$ cat src/rtl/pixel_filter_pkg.sv
// Shared types and helpers for the pixel filter chain.
// Provides the blend mode enum and the BPM-to-brightness target mapping.
package pixel_filter_pkg;

    typedef enum logic [1:0] {
        BLEND_BYPASS  = 2'd0,
        BLEND_AVG     = 2'd1,
        BLEND_SAT_ADD = 2'd2,
        BLEND_GAIN    = 2'd3
    } blend_mode_e;

    // Target brightness for a BPM estimate. The product is formed at
    // 64 bits so nothing is truncated before the Q8 shift.
    function automatic int unsigned bpm_to_brightness(
        input int unsigned bpm,
        input int unsigned max_bpm,
        input int unsigned step_size,
        input int unsigned bits
    );
        longint unsigned b;
        longint unsigned prod;
        longint unsigned t;
        longint unsigned m;
        b    = (bpm > max_bpm) ? 64'(max_bpm) : 64'(bpm);
        prod = 64'(step_size) * b;
        t    = prod >> 8;
        m    = (64'd1 << bits) - 64'd1;
        if (t > m) t = m;
        return 32'(t);
    endfunction

endpackage

$ cat src/rtl/brightness_filter_pipe_blend.sv
// pixel_blend: combinational blend of one component with a brightness.
// Ports: p_i component, b_i brightness, mode_i blend mode, out_o result.
module pixel_blend
    import pixel_filter_pkg::*;
#(
    parameter int unsigned BITS = 8
) (
    input  logic [BITS-1:0] p_i,
    input  logic [BITS-1:0] b_i,
    input  blend_mode_e     mode_i,
    output logic [BITS-1:0] out_o
);

    localparam int unsigned PW = 2 * BITS + 1;

    logic [BITS:0]   sum;
    logic [PW-1:0]   prod;
    logic [BITS:0]   gain;

    assign sum  = {1'b0, p_i} + {1'b0, b_i};
    // {1'b1, b} is 2^BITS + b, i.e. a gain of 1 + b/2^BITS.
    assign prod = PW'(p_i) * PW'({1'b1, b_i});
    assign gain = prod[2*BITS:BITS];

    always_comb begin
        out_o = p_i;
        unique case (mode_i)
            BLEND_BYPASS:  out_o = p_i;
            BLEND_AVG:     out_o = sum[BITS:1];
            BLEND_SAT_ADD: out_o = sum[BITS] ? '1 : sum[BITS-1:0];
            BLEND_GAIN:    out_o = gain[BITS] ? '1 : gain[BITS-1:0];
            default:       out_o = p_i;
        endcase
    end

endmodule

$ cat src/rtl/brightness_filter_pipe.sv
// brightness_filter_pipe: BPM-driven brightness blend, 2-stage valid/ready.
// Ports: pix_in/sof_in/valid_in/module_ready in, pix_out/sof_out/valid_out/
// output_ready out, filter_enable/mode/BPM_estimate controls, brightness.
module brightness_filter_pipe
    import pixel_filter_pkg::*;
#(
    parameter int unsigned BITS      = 8,
    parameter int unsigned CHANNELS  = 3,
    parameter int unsigned MAX_BPM   = 200,
    parameter int unsigned RAMP_STEP = 16,
    parameter int unsigned STEP_SIZE = ((1 << BITS) << 8) / MAX_BPM,
    parameter int unsigned BW        = $clog2(MAX_BPM + 1)
) (
    input  logic                     clk,
    input  logic                     reset,
    input  logic [CHANNELS*BITS-1:0] pix_in,
    input  logic                     sof_in,
    input  logic                     valid_in,
    output logic                     module_ready,
    input  logic                     filter_enable,
    input  logic [1:0]               mode,
    input  logic [BW-1:0]            BPM_estimate,
    output logic [CHANNELS*BITS-1:0] pix_out,
    output logic                     sof_out,
    output logic                     valid_out,
    input  logic                     output_ready,
    output logic [BITS-1:0]          brightness
);

    localparam int unsigned PW = CHANNELS * BITS;

    logic [BITS-1:0] bright_q, bright_d;
    blend_mode_e     mode_q, mode_d;
    logic            en_q, en_d;

    logic            s1_v_q;
    logic [PW-1:0]   s1_pix_q;
    logic            s1_sof_q;
    logic [BITS-1:0] s1_b_q, s1_b_d;
    blend_mode_e     s1_mode_q, s1_mode_d;

    logic            s2_v_q;
    logic [PW-1:0]   s2_pix_q;
    logic            s2_sof_q;

    logic [BITS-1:0] target;
    logic [BITS-1:0] slew_b;
    logic [BITS-1:0] diff;
    logic [PW-1:0]   blend_pix;
    logic            s1_free, s2_free, acc, sof_acc;
    logic            sel_en;
    blend_mode_e     sel_mode;

    assign target = BITS'(bpm_to_brightness(32'(BPM_estimate), MAX_BPM,
                                            STEP_SIZE, BITS));

    // One bounded step toward target; never overshoots.
    always_comb begin
        slew_b = bright_q;
        diff   = '0;
        if (target > bright_q) begin
            diff   = target - bright_q;
            slew_b = bright_q + ((32'(diff) > RAMP_STEP)
                                 ? BITS'(RAMP_STEP) : diff);
        end else if (target < bright_q) begin
            diff   = bright_q - target;
            slew_b = bright_q - ((32'(diff) > RAMP_STEP)
                                 ? BITS'(RAMP_STEP) : diff);
        end
    end

    assign s2_free      = !s2_v_q || output_ready;
    assign s1_free      = !s1_v_q || s2_free;
    assign module_ready = s1_free;
    assign acc          = valid_in && s1_free;
    assign sof_acc      = acc && sof_in;

    // The SOF beat itself already uses the freshly latched controls.
    assign sel_en   = sof_in ? filter_enable : en_q;
    assign sel_mode = sof_in ? blend_mode_e'(mode) : mode_q;

    always_comb begin
        bright_d  = bright_q;
        mode_d    = mode_q;
        en_d      = en_q;
        s1_b_d    = sof_in ? slew_b : bright_q;
        s1_mode_d = sel_en ? sel_mode : BLEND_BYPASS;
        if (sof_acc) begin
            bright_d = slew_b;
            mode_d   = blend_mode_e'(mode);
            en_d     = filter_enable;
        end
    end

    for (genvar c = 0; c < CHANNELS; c++) begin : g_ch
        pixel_blend #(.BITS(BITS)) u_blend (
            .p_i    (s1_pix_q[c*BITS +: BITS]),
            .b_i    (s1_b_q),
            .mode_i (s1_mode_q),
            .out_o  (blend_pix[c*BITS +: BITS])
        );
    end

    always_ff @(posedge clk) begin
        if (!reset) begin
            bright_q  <= '0;
            mode_q    <= BLEND_BYPASS;
            en_q      <= 1'b0;
            s1_v_q    <= 1'b0;
            s1_pix_q  <= '0;
            s1_sof_q  <= 1'b0;
            s1_b_q    <= '0;
            s1_mode_q <= BLEND_BYPASS;
            s2_v_q    <= 1'b0;
            s2_pix_q  <= '0;
            s2_sof_q  <= 1'b0;
        end else begin
            bright_q <= bright_d;
            mode_q   <= mode_d;
            en_q     <= en_d;
            if (s1_free) begin
                s1_v_q <= valid_in;
                if (acc) begin
                    s1_pix_q  <= pix_in;
                    s1_sof_q  <= sof_in;
                    s1_b_q    <= s1_b_d;
                    s1_mode_q <= s1_mode_d;
                end
            end
            if (s2_free) begin
                s2_v_q <= s1_v_q;
                if (s1_v_q) begin
                    s2_pix_q <= blend_pix;
                    s2_sof_q <= s1_sof_q;
                end
            end
        end
    end

    assign pix_out    = s2_pix_q;
    assign sof_out    = s2_sof_q;
    assign valid_out  = s2_v_q;
    assign brightness = bright_q;

endmodule

$ cat config.mk
export PLATFORM = sky130hd
export DESIGN_NAME = brightness_filter_pipe
export DESIGN_NICKNAME = d
export VERILOG_FILES = /design/src/rtl/pixel_filter_pkg.sv /design/src/rtl/brightness_filter_pipe_blend.sv /design/src/rtl/brightness_filter_pipe.sv
export SDC_FILE = /design/constraint.sdc
export NUM_CORES = 1
export LEC_CHECK = 0
export CORE_ASPECT_RATIO = 2
export CORE_MARGIN = 2
export CORE_UTILIZATION = 57
export DETAILED_ROUTE_END_ITERATION = 8
export PLACE_DENSITY = 0.88
export RECOVER_POWER = 100
export SLEW_MARGIN = 20
export SYNTH_ARGS = -nofsm -noshare
export SYNTH_HDL_FRONTEND = slang
export SYNTH_SLANG_ARGS = --single-unit
$ cat constraint.sdc
create_clock -name clk -period 9.6 [get_ports clk]
set_input_delay 1.92 -clock clk [delete_from_list [all_inputs] [get_ports clk]]
set_output_delay 1.92 -clock clk [all_outputs]
set_load 0.01 [all_outputs]
# Word level (Yosys, flattened, before mapping)
# Index checks and enable logic that the tools add are counted.
word_totals:
  reg_bits: 73
  in_bits: 40
  wordCells: 59
op_classes:
  addsub: 7
  n_mul: 4
  magnitude_cmp: 6
  eq_ne: 3
  n_mux: 19
  reduce_logical: 9
ops:
  columns: ["cell", "n"]
  rows:
  - ["8-bit 2-to-1 mux", 13]
  - ["8-bit one-hot mux with 4 select lines", 3]
  - ["8-bit by 9-bit multiplier with 17-bit output", 3]
  - ["8-bit by 8-bit adder with 9-bit output", 3]
  - ["8-bit subtractor", 3]
  - ["9-bit by 8-bit multiplier with 17-bit output, first input constant", 1]
  - ["8-bit by 5-bit greater-than comparator with 1-bit output, second input constant", 2]
  - ["9-bit by 8-bit greater-than comparator with 1-bit output, second input constant", 1]
  - ["8-bit adder", 1]
  - ["8-bit greater-than comparator", 1]
  - ["8-bit greater-than comparator, second input constant", 1]
  - ["8-bit less-than comparator", 1]
  - ["2-bit equality test, second input constant", 2]
  - ["2-bit 2-to-1 mux", 2]
  - ["2-bit AND reduction", 2]
  - ["2-bit by 1-bit equality test with 1-bit output, second input constant", 1]
  - ["1-bit logical AND", 2]
  - ["1-bit zero test", 2]
  - ["2-bit zero test", 1]
  - ["1-bit logical OR", 2]
  - ["1-bit 2-to-1 mux", 1]

# Depth between registers and ports, before layout
# Gate-level depths: netlist (run 1).
logic_depth:
  depth_word: 12
  mapped_depth: 39
  depth_no_buf: 38

# By module
# From an unflattened synthesis (run 1), not the netlist that was laid out.
hier_totals:
  hier_cells: 1700
  area_unflattened_um2: 13952.1
by_module_without_submodules:
  columns: ["module", "n_inst", "cells_per_inst", "area_each_um2", "seq_area_each_um2"]
  rows:
  - ["brightness_filter_pipe", 1, 695, 5494.0, 1461.4]
  - ["pixel_blend (g_ch[2].u_blend)", 1, 335, 2839.0, 0.0]
  - ["pixel_blend (g_ch[1].u_blend)", 1, 334, 2819.0, 0.0]
  - ["pixel_blend (g_ch[0].u_blend)", 1, 336, 2800.2, 0.0]

# Worst setup path after synthesis (run 1)
# No wires, ideal clock.
synth_path:
  path_type: "input-to-reg"
  from: "input port BPM_estimate[0]"
  to: "register bright_q[5] (netlist: brightness[5])"
  setup_time_ps: 128
  arrival_ps: 9299
  required_ps: 9472
  path_slack_ps: 174
  stages: 36
  path_buffers: 1
  cell_sequence: "o31ai_1 > a21oi_1 > or2_2 > inv_1 > fa_1 > inv_1 > ha_1 > ha_1 > ha_1 > and4b_1 > o21a_1 > o21a_1 > o2111ai_1 > nand2_1 > a221o_1 > xor2_1 > clkbuf_1 > nor2_1 > inv_1 > ha_1 > inv_1 > fa_1 > a211oi_1 > o21bai_1 > a21oi_1 > xnor2_1 > a2111oi_1 > nand2_1 > ha_1 > or2_2 > or4_1 > nor4_1 > nor2_1 > o41a_1 > o2111ai_1 > o21ai_1"
synth_via:
  elab_chain_cells: 11
synth_rtl:
  columns: ["element", "line_no", "source"]
  rows:
  - ["start, declared", "brightness_filter_pipe.sv:22", "input logic [BW-1:0] BPM_estimate,"]
  - ["8-bit greater-than comparator", "pixel_filter_pkg.sv:24", "b = (bpm > max_bpm) ? 64'(max_bpm) : 64'(bpm);"]
  - ["8-bit 2-to-1 mux *", "pixel_filter_pkg.sv:24", null]
  - ["9-bit by 8-bit multiplier with 17-bit output *", "pixel_filter_pkg.sv:25", "prod = 64'(step_size) * b;"]
  - ["9-bit by 8-bit greater-than comparator with 1-bit output", "pixel_filter_pkg.sv:28", "if (t > m) t = m;"]
  - ["8-bit 2-to-1 mux *", "pixel_filter_pkg.sv:28", null]
  - ["8-bit subtractor", "brightness_filter_pipe.sv:66", "diff = bright_q - target;"]
  - ["8-bit by 5-bit greater-than comparator with 1-bit output", "brightness_filter_pipe.sv:67", "slew_b = bright_q - ((32'(diff) > RAMP_STEP)"]
  - ["8-bit 2-to-1 mux", "brightness_filter_pipe.sv:68", "? BITS'(RAMP_STEP) : diff);"]
  - ["8-bit subtractor", "brightness_filter_pipe.sv:67", null]
  - ["8-bit 2-to-1 mux", "brightness_filter_pipe.sv:65", "end else if (target < bright_q) begin"]
  - ["8-bit 2-to-1 mux *", "brightness_filter_pipe.sv:61", "if (target > bright_q) begin"]
  - ["end signal, assigned", "brightness_filter_pipe.sv:118", "bright_q <= bright_d;"]
  - ["end, declared", "brightness_filter_pipe.sv:32", "logic [BITS-1:0] bright_q, bright_d;"]
# Every way passes the cells marked *; elsewhere a longest branch is shown, timed or not.
# A chain may end at the register's enable or synchronous reset.

# Final worst setup path (run 1)
layout_path:
  from: "input port BPM_estimate[2]"
  to: "register s1_b_q[7]"
layout_via:
  elab_chain_cells: 12
layout_rtl:
  columns: ["element", "line_no", "source"]
  rows:
  - ["8-bit greater-than comparator", "pixel_filter_pkg.sv:24", null]
  - ["8-bit 2-to-1 mux *", "pixel_filter_pkg.sv:24", null]
  - ["9-bit by 8-bit multiplier with 17-bit output *", "pixel_filter_pkg.sv:25", null]
  - ["9-bit by 8-bit greater-than comparator with 1-bit output", "pixel_filter_pkg.sv:28", null]
  - ["8-bit 2-to-1 mux *", "pixel_filter_pkg.sv:28", null]
  - ["8-bit subtractor", "brightness_filter_pipe.sv:66", null]
  - ["8-bit by 5-bit greater-than comparator with 1-bit output", "brightness_filter_pipe.sv:67", null]
  - ["8-bit 2-to-1 mux", "brightness_filter_pipe.sv:68", null]
  - ["8-bit subtractor", "brightness_filter_pipe.sv:67", null]
  - ["8-bit 2-to-1 mux", "brightness_filter_pipe.sv:65", null]
  - ["8-bit 2-to-1 mux *", "brightness_filter_pipe.sv:61", null]
  - ["8-bit 2-to-1 mux *", "brightness_filter_pipe.sv:86", "s1_b_d = sof_in ? slew_b : bright_q;"]
  - ["end signal, assigned", "brightness_filter_pipe.sv:112", "s1_b_q <= '0;"]
  - ["end signal, assigned", "brightness_filter_pipe.sv:126", "s1_b_q <= s1_b_d;"]
  - ["end, declared", "brightness_filter_pipe.sv:39", "logic [BITS-1:0] s1_b_q, s1_b_d;"]
# Marks and branches as above.

==> results of run 1 <==
how the worst max path moves through the flow:
| stage | start | to | slack, ns | depth (start not counted) |
|---|---|---|---|---|
| 2_1_floorplan | BPM_estimate[0] | brightness[5] | 0.17 | 36 |
| 3_3_place_gp | BPM_estimate[0] | s1_b_q[7] | -0.14 | 35 |
| 3_5_place_dp | BPM_estimate[6] | brightness[5] | -0.34 | 35 |
| 4_1_cts | BPM_estimate[6] | s1_b_q[7] | 0.008 | 35 |
| 5_1_grt | BPM_estimate[2] | s1_b_q[7] | -0.10 | 38 |
| 6_report | BPM_estimate[2] | s1_b_q[7] | 0.28 | 35 |
cells by family after synthesis:
group,Yosys count
compound gates,343
xor+xnor,61
fa+ha+maj,340
buf+inv,283
flops,73
mux,19
other cells,2
simple gates,458
cell usage in the layout (no fill, tap or decap), drive strengths merged, types with 5 or more instances in the layout:
master	netlist	routed
a2111oi	5	5
a211oi	16	16
a21boi	7	7
a21o	30	30
a21oi	103	103
a221oi	7	7
a22oi	5	5
a31oi	9	9
and2	80	80
buf	13	78
clkbuf	62	14
clkdlybuf4s50	0	30
conb	2	5
dfxtp	73	73
dlygate4sd3	0	36
dlymetal6s2s	0	8
fa	138	138
ha	202	202
inv	208	207
mux2i	15	15
nand2	195	195
nand2b	18	18
nand3	17	17
nand4	11	11
nor2	67	67
nor2b	13	13
nor3	22	22
nor4	5	5
o211ai	16	16
o21a	18	18
o21ai	66	66
o21bai	14	14
o311a	5	5
o31ai	7	7
o41ai	6	6
or2	6	6
or3	8	8
xnor2	45	45
xor2	16	16
final cells by class:
class | count | area [µm²]
clock buffer | 12 | 236
clock inverter | 4 | 77.6
fill | 1779 | 7590
inverter | 208 | 781
multi-input combinational | 1226 | 10700
sequential | 73 | 1460
tap | 280 | 350
timing repair buffer | 154 | 1350
power by group through the flow:
stage / clock network, W / registers, W / logic [W]
2_1_floorplan: 0 / 0.000370 / 0.000986
3_3_place_gp: 0 / 0.000392 / 0.00149
3_5_place_dp: 0 / 0.000393 / 0.00153
4_1_cts: 0.000377 / 0.000386 / 0.00154
5_1_grt: 0.000388 / 0.000391 / 0.00184
6_report: 0.000378 / 0.000388 / 0.00169
metal layers:
| layer | global-route usage (%) | vias up | wire length (µm) |
|---|---|---|---|
| li1 | - | 5503 | - |
| met1 | 31.0 | 5901 | 12400 |
| met2 | 59.9 | 643 | 20200 |
| met3 | 6.11 | 251 | 2900 |
| met4 | 24.0 | 0 | 3140 |
| met5 | 0 | - | 0 |
registers in the layout (all words and copies together) (netlist names):
register,flops
pix_out,24
s1_pix_q,24
brightness,8
s1_b_q,8
mode_q,2
s1_mode_q,2
en_q,1
s1_sof_q,1
s1_v_q,1
sof_out,1
valid_out,1
per-stage QoR:
stage / instances / cell area (µm²)
detailed placement: 1934 / 14400
finish: 1957 / 15000
floorplan: 1582 / 13000
CTS: 1950 / 14700
global placement: 1934 / 14400
global route: 1957 / 15000
what timing repair did:
item                       CTS  global route
setup endpoints to repair    0            13
gates resized for setup      0            47
buffers inserted             0             7
worst max-delay path: cells and delay by family:
kind	cells	cell delay (ns)
AOI/OAI and AO/OA	16	2.79
adders and majority gates	7	2.04
buffers and inverters	5	0.83
and+or+nand+nor	7	2.00
==> results.toml, run 1 <==
[setup_path]
end_kind = "flop"
cp.arrival_ns = 9.61
reg2reg_depth = 17
rrSetupSlack_ns = 2.79
crit_type = "input port to flop"
startpoint_type = "input port"
cpMostUsedCell = "ha_1"
worstReg2RegEnd = "pix_out[4]"
slowest_delay_ns = 0.43
crit_slowest_cell = "or4_4"
worstPathMaxFanout = 7
reg2reg_from = "s1_b_q[4]"
worstPathRequired_ns = 9.88

[grt]
grt_remaining_overflow = 0
grt_pass1_vias = 13200
track_usage_pct = 32.2
grt_pass1_wl_mm = 62.5
antenna_found_initial = 0
grt_max_degree = 50

[synth]
yosysSeqAreaShare_pct = 11.2
synth_cell_types = 72
synth_seq_cells = 73
synthXorXnorAreaFrac_pct = 4.10
ys_warn_count = 0
synth_compound_area_share_pct = 17.4
synthArstFlopShare_pct = 0
yosysMostFrequentCell = "inv_1"
mappedNetlistArea_um2 = 13000
synthSimpleGateAreaFrac_pct = 16.8
synthAdderAreaFrac_pct = 40.6
synth_common_cells = "208 x inv_1, 202 x ha_1, 195 x nand2_1"
synthCells = 1579
synth_top_flop_cell = "dfxtp_1"
synthMuxAreaShare_pct = 1.50
synth_top_area_share_pct = 21.2
synth_top_family_by_area = "adder cells"
syn_avg_cell_area_um2 = 8.25
synth-edff-count = 0
synth_top_area_cell = "fa_1"
synth_area_leaders = "fa_1 21%, ha_1 19%, dfxtp_1 11%, inv_1 6.0%, nand2_1 5.6%"

[flow_run]
maxCapViolCount = 1

[sta]
layout_setup_ws_ns = 0.276
slew_viol_final = 25
tightest_slew_ns = 1.74
setup_tns_ns = 0
min_period_over_period_pct = 97.1
skew_ns = 0.00820
setup_viol = 0
whs_ns = 0.455
fmax_mhz = 107
hold_viol = 0
max-slew-margin-rel_pct = -15.9
fin_crit_ns = 9.32

[outcome]
violations = "max-capacitance violations, max-slew violations"
status = "finished, violations left"

[placement]
numPortBuffers = 74
post-place-ws_ns = -0.338
dp_hpwl_mm = 29.6
place.gp.congestion = 1.00

[floorplanning]
rows = 78
die_y_um = 218
io_pins = 75
die_w_um = 111
die-area_um2 = 24100
initial_core_util_pct = 57.8
core-area_um2 = 22500

[route]
wire_per_inst_um = 19.7
vias_per_cell = 6.28
vias = 12300
drtIter0Drc = 728
antenna_left = 0
route.detailed.drc = 0
firstDrtPassIters = 9
wl_mm = 38.6

[pwr]
p_int_w = 0.00134
p_comb_share_pct = 68.8
p_sw_w = 0.00112
p_per_area_nw_per_um2 = 164
peakVddDrop_mv = 0.224
clockPowerShare_pct = 15.4
finalPower_w = 0.00245
switching_share_pct = 45.5
seq_power_share_pct = 15.8
leakage_nw = 7.38

[clock_network]
htree_levels = 3
cts_tree = "done"
clock_path_buffers = 2
clkTransAtPathRegs_ns = 0.06
cts-root-buf = "clkbuf_16"
cts_hold_buf = 0
numCtsBuffers = 9
insertion_delay_ns = 0.37
clock-sinks = 73

[min_path]
min_delay_path_depth = 2
hold_path_class = "flop to flop"
hp-start = "s1_sof_q"
hold-path-endpoint = "sof_out"

[cells_and_area]
drive_above_1_share_pct = 8.41
finish.utilization_pct = 66.3
num_antenna_cells = 0
nets = 2052
area_delta_synth_final_pct = 14.8
Power figures use the tool's default switching activity.
==> inputs of run 2 (changes only) <==
CTS_BUF_LIST = sky130_fd_sc_hd__clkbuf_4 sky130_fd_sc_hd__clkbuf_8   (was not set)
==> results.toml, run 2 (synthesis gave the netlist of run 1 again) <==
[outcome]
status = "finished, violations left"
violations = "max-capacitance violations, max-slew violations"

[grt]
antenna_found_initial = 0
grt_pass1_vias = 13100
grt_max_degree = 50
grt_pass1_wl_mm = 61.9
track_usage_pct = 31.8
grt_remaining_overflow = 0

[setup_path]
crit_slowest_cell = "or4_4"
end_kind = "flop"
worstPathRequired_ns = 9.87
reg2reg_depth = 17
cp.arrival_ns = 9.62
startpoint_type = "input port"
slowest_delay_ns = 0.43
crit_type = "input port to flop"
cpMostUsedCell = "ha_1"
worstPathMaxFanout = 7

[floorplanning]
rows = 78
die_y_um = 218
io_pins = 75
die-area_um2 = 24100
die_w_um = 111
initial_core_util_pct = 57.8
core-area_um2 = 22500

[placement]
placed_area_um2 = 14400
numPortBuffers = 74
place.gp.congestion = 1.00
post-place-ws_ns = -0.338
dp_hpwl_mm = 29.6

[cells_and_area]
fillCellCount = 1809
most-common-layout-cells = "206 x inv_1, 194 x nand2_1, 192 x ha_1, 137 x fa_1, 98 x a21oi_1"
final_area_um2 = 14900
num_antenna_cells = 0
drive_above_1_share_pct = 8.53
area_delta_synth_final_pct = 14.0
final_common_cell = "inv_1"
nets = 2052

[sta]
fin_crit_ns = 9.34
max-slew-margin-rel_pct = -73.0
setup_tns_ns = 0
tightest_slew_ns = 2.60
min_period_over_period_pct = 97.3
skew_ns = 0.0158
slew_viol_final = 75
setup_viol = 0
fmax_mhz = 107
hold_viol = 0
layout_setup_ws_ns = 0.257

[clock_network]
htree_levels = 3
clock-sinks = 73
cts_tree = "done"
numCtsBuffers = 9
insertion_delay_ns = 0.39
cts-root-buf = "clkbuf_8"
clock_path_buffers = 2
clkTransAtPathRegs_ns = 0.08

[pwr]
peakVddDrop_mv = 0.221
leakage_nw = 7.33
p_per_area_nw_per_um2 = 159

[route]
drtIter0Drc = 697
vias_per_cell = 6.22
route.detailed.drc = 0
vias = 12200
antenna_left = 0
firstDrtPassIters = 5
wire_per_inst_um = 19.6
wl_mm = 38.3

[min_path]
hold_path_class = "flop to flop"
min_delay_path_depth = 2

[flow_run]
maxCapViolCount = 2
==> run 2: area by class of cell <==
cell class                      count  area, µm²  share of cell area, %
Clock inverter                      4       77.6                  0.522
Multi-Input combinational cell   1226      10700                   72.0
Clock buffer                       12        146                  0.986
Inverter                          208        781                   5.26
Tap cell                          280        350                   2.36
Timing Repair Buffer              154       1340                   9.03
Sequential cell                    73       1460                   9.84
==> run 2: timing repair <==
action                                 CTS  global route
gates resized for setup                  0            48
setup endpoints to repair                0            13
endpoints found under the hold margin    0             0
buffers inserted                         0             7
hold buffers                             0             0
==> run 2: final timing paths <==
kind	startpoint	endpoint	slack [ns]
setup reg to reg	s1_b_q[4]	pix_out[4]	2.90
hold reg to reg	s1_sof_q	sof_out	0.45
setup / recovery	BPM_estimate[2]	brightness[7]	0.26
hold / removal	s1_sof_q	sof_out	0.45
==> run 2: power by group <==
group          internal [W]  switching (W)  total [W]
logic              0.000780       0.000905    0.00168
registers          0.000329      0.0000592   0.000388
clock network      0.000156       0.000136   0.000293
total               0.00126        0.00110    0.00237
==> run 2: routing by layer <==
metal	wire length (µm)	global-route usage, %	vias to the layer above	part of all wire (%)
met5	0	0	-	0
met4	3080	22.8	0	8.0
met3	2490	4.89	231	6.5
met2	20200	59.9	566	53
met1	12500	31.1	5904	33
li1	-	-	5480	-
==> run 2: per-stage QoR <==
step	total power, W	instances	utilization (%)	hold WS [ns]
2_1_floorplan	0.00136	1582	-	0.432
3_3_place_gp	0.00188	1934	63.8	0.440
3_5_place_dp	0.00192	1934	63.8	0.448
4_1_cts	0.00222	1950	64.8	0.459
5_1_grt	0.00253	1957	65.9	0.482
6_report	0.00237	1957	65.9	0.455
==> run 2: critical path, delay by kind of cell <==
family                     cells  cell delay (ns)
AOI/OAI and AO/OA             13             2.47
and+or+nand+nor                9             2.25
xor gates and xnor gates       1             0.18
buffers and inverters          5             0.81
adders and majority gates      7             1.97
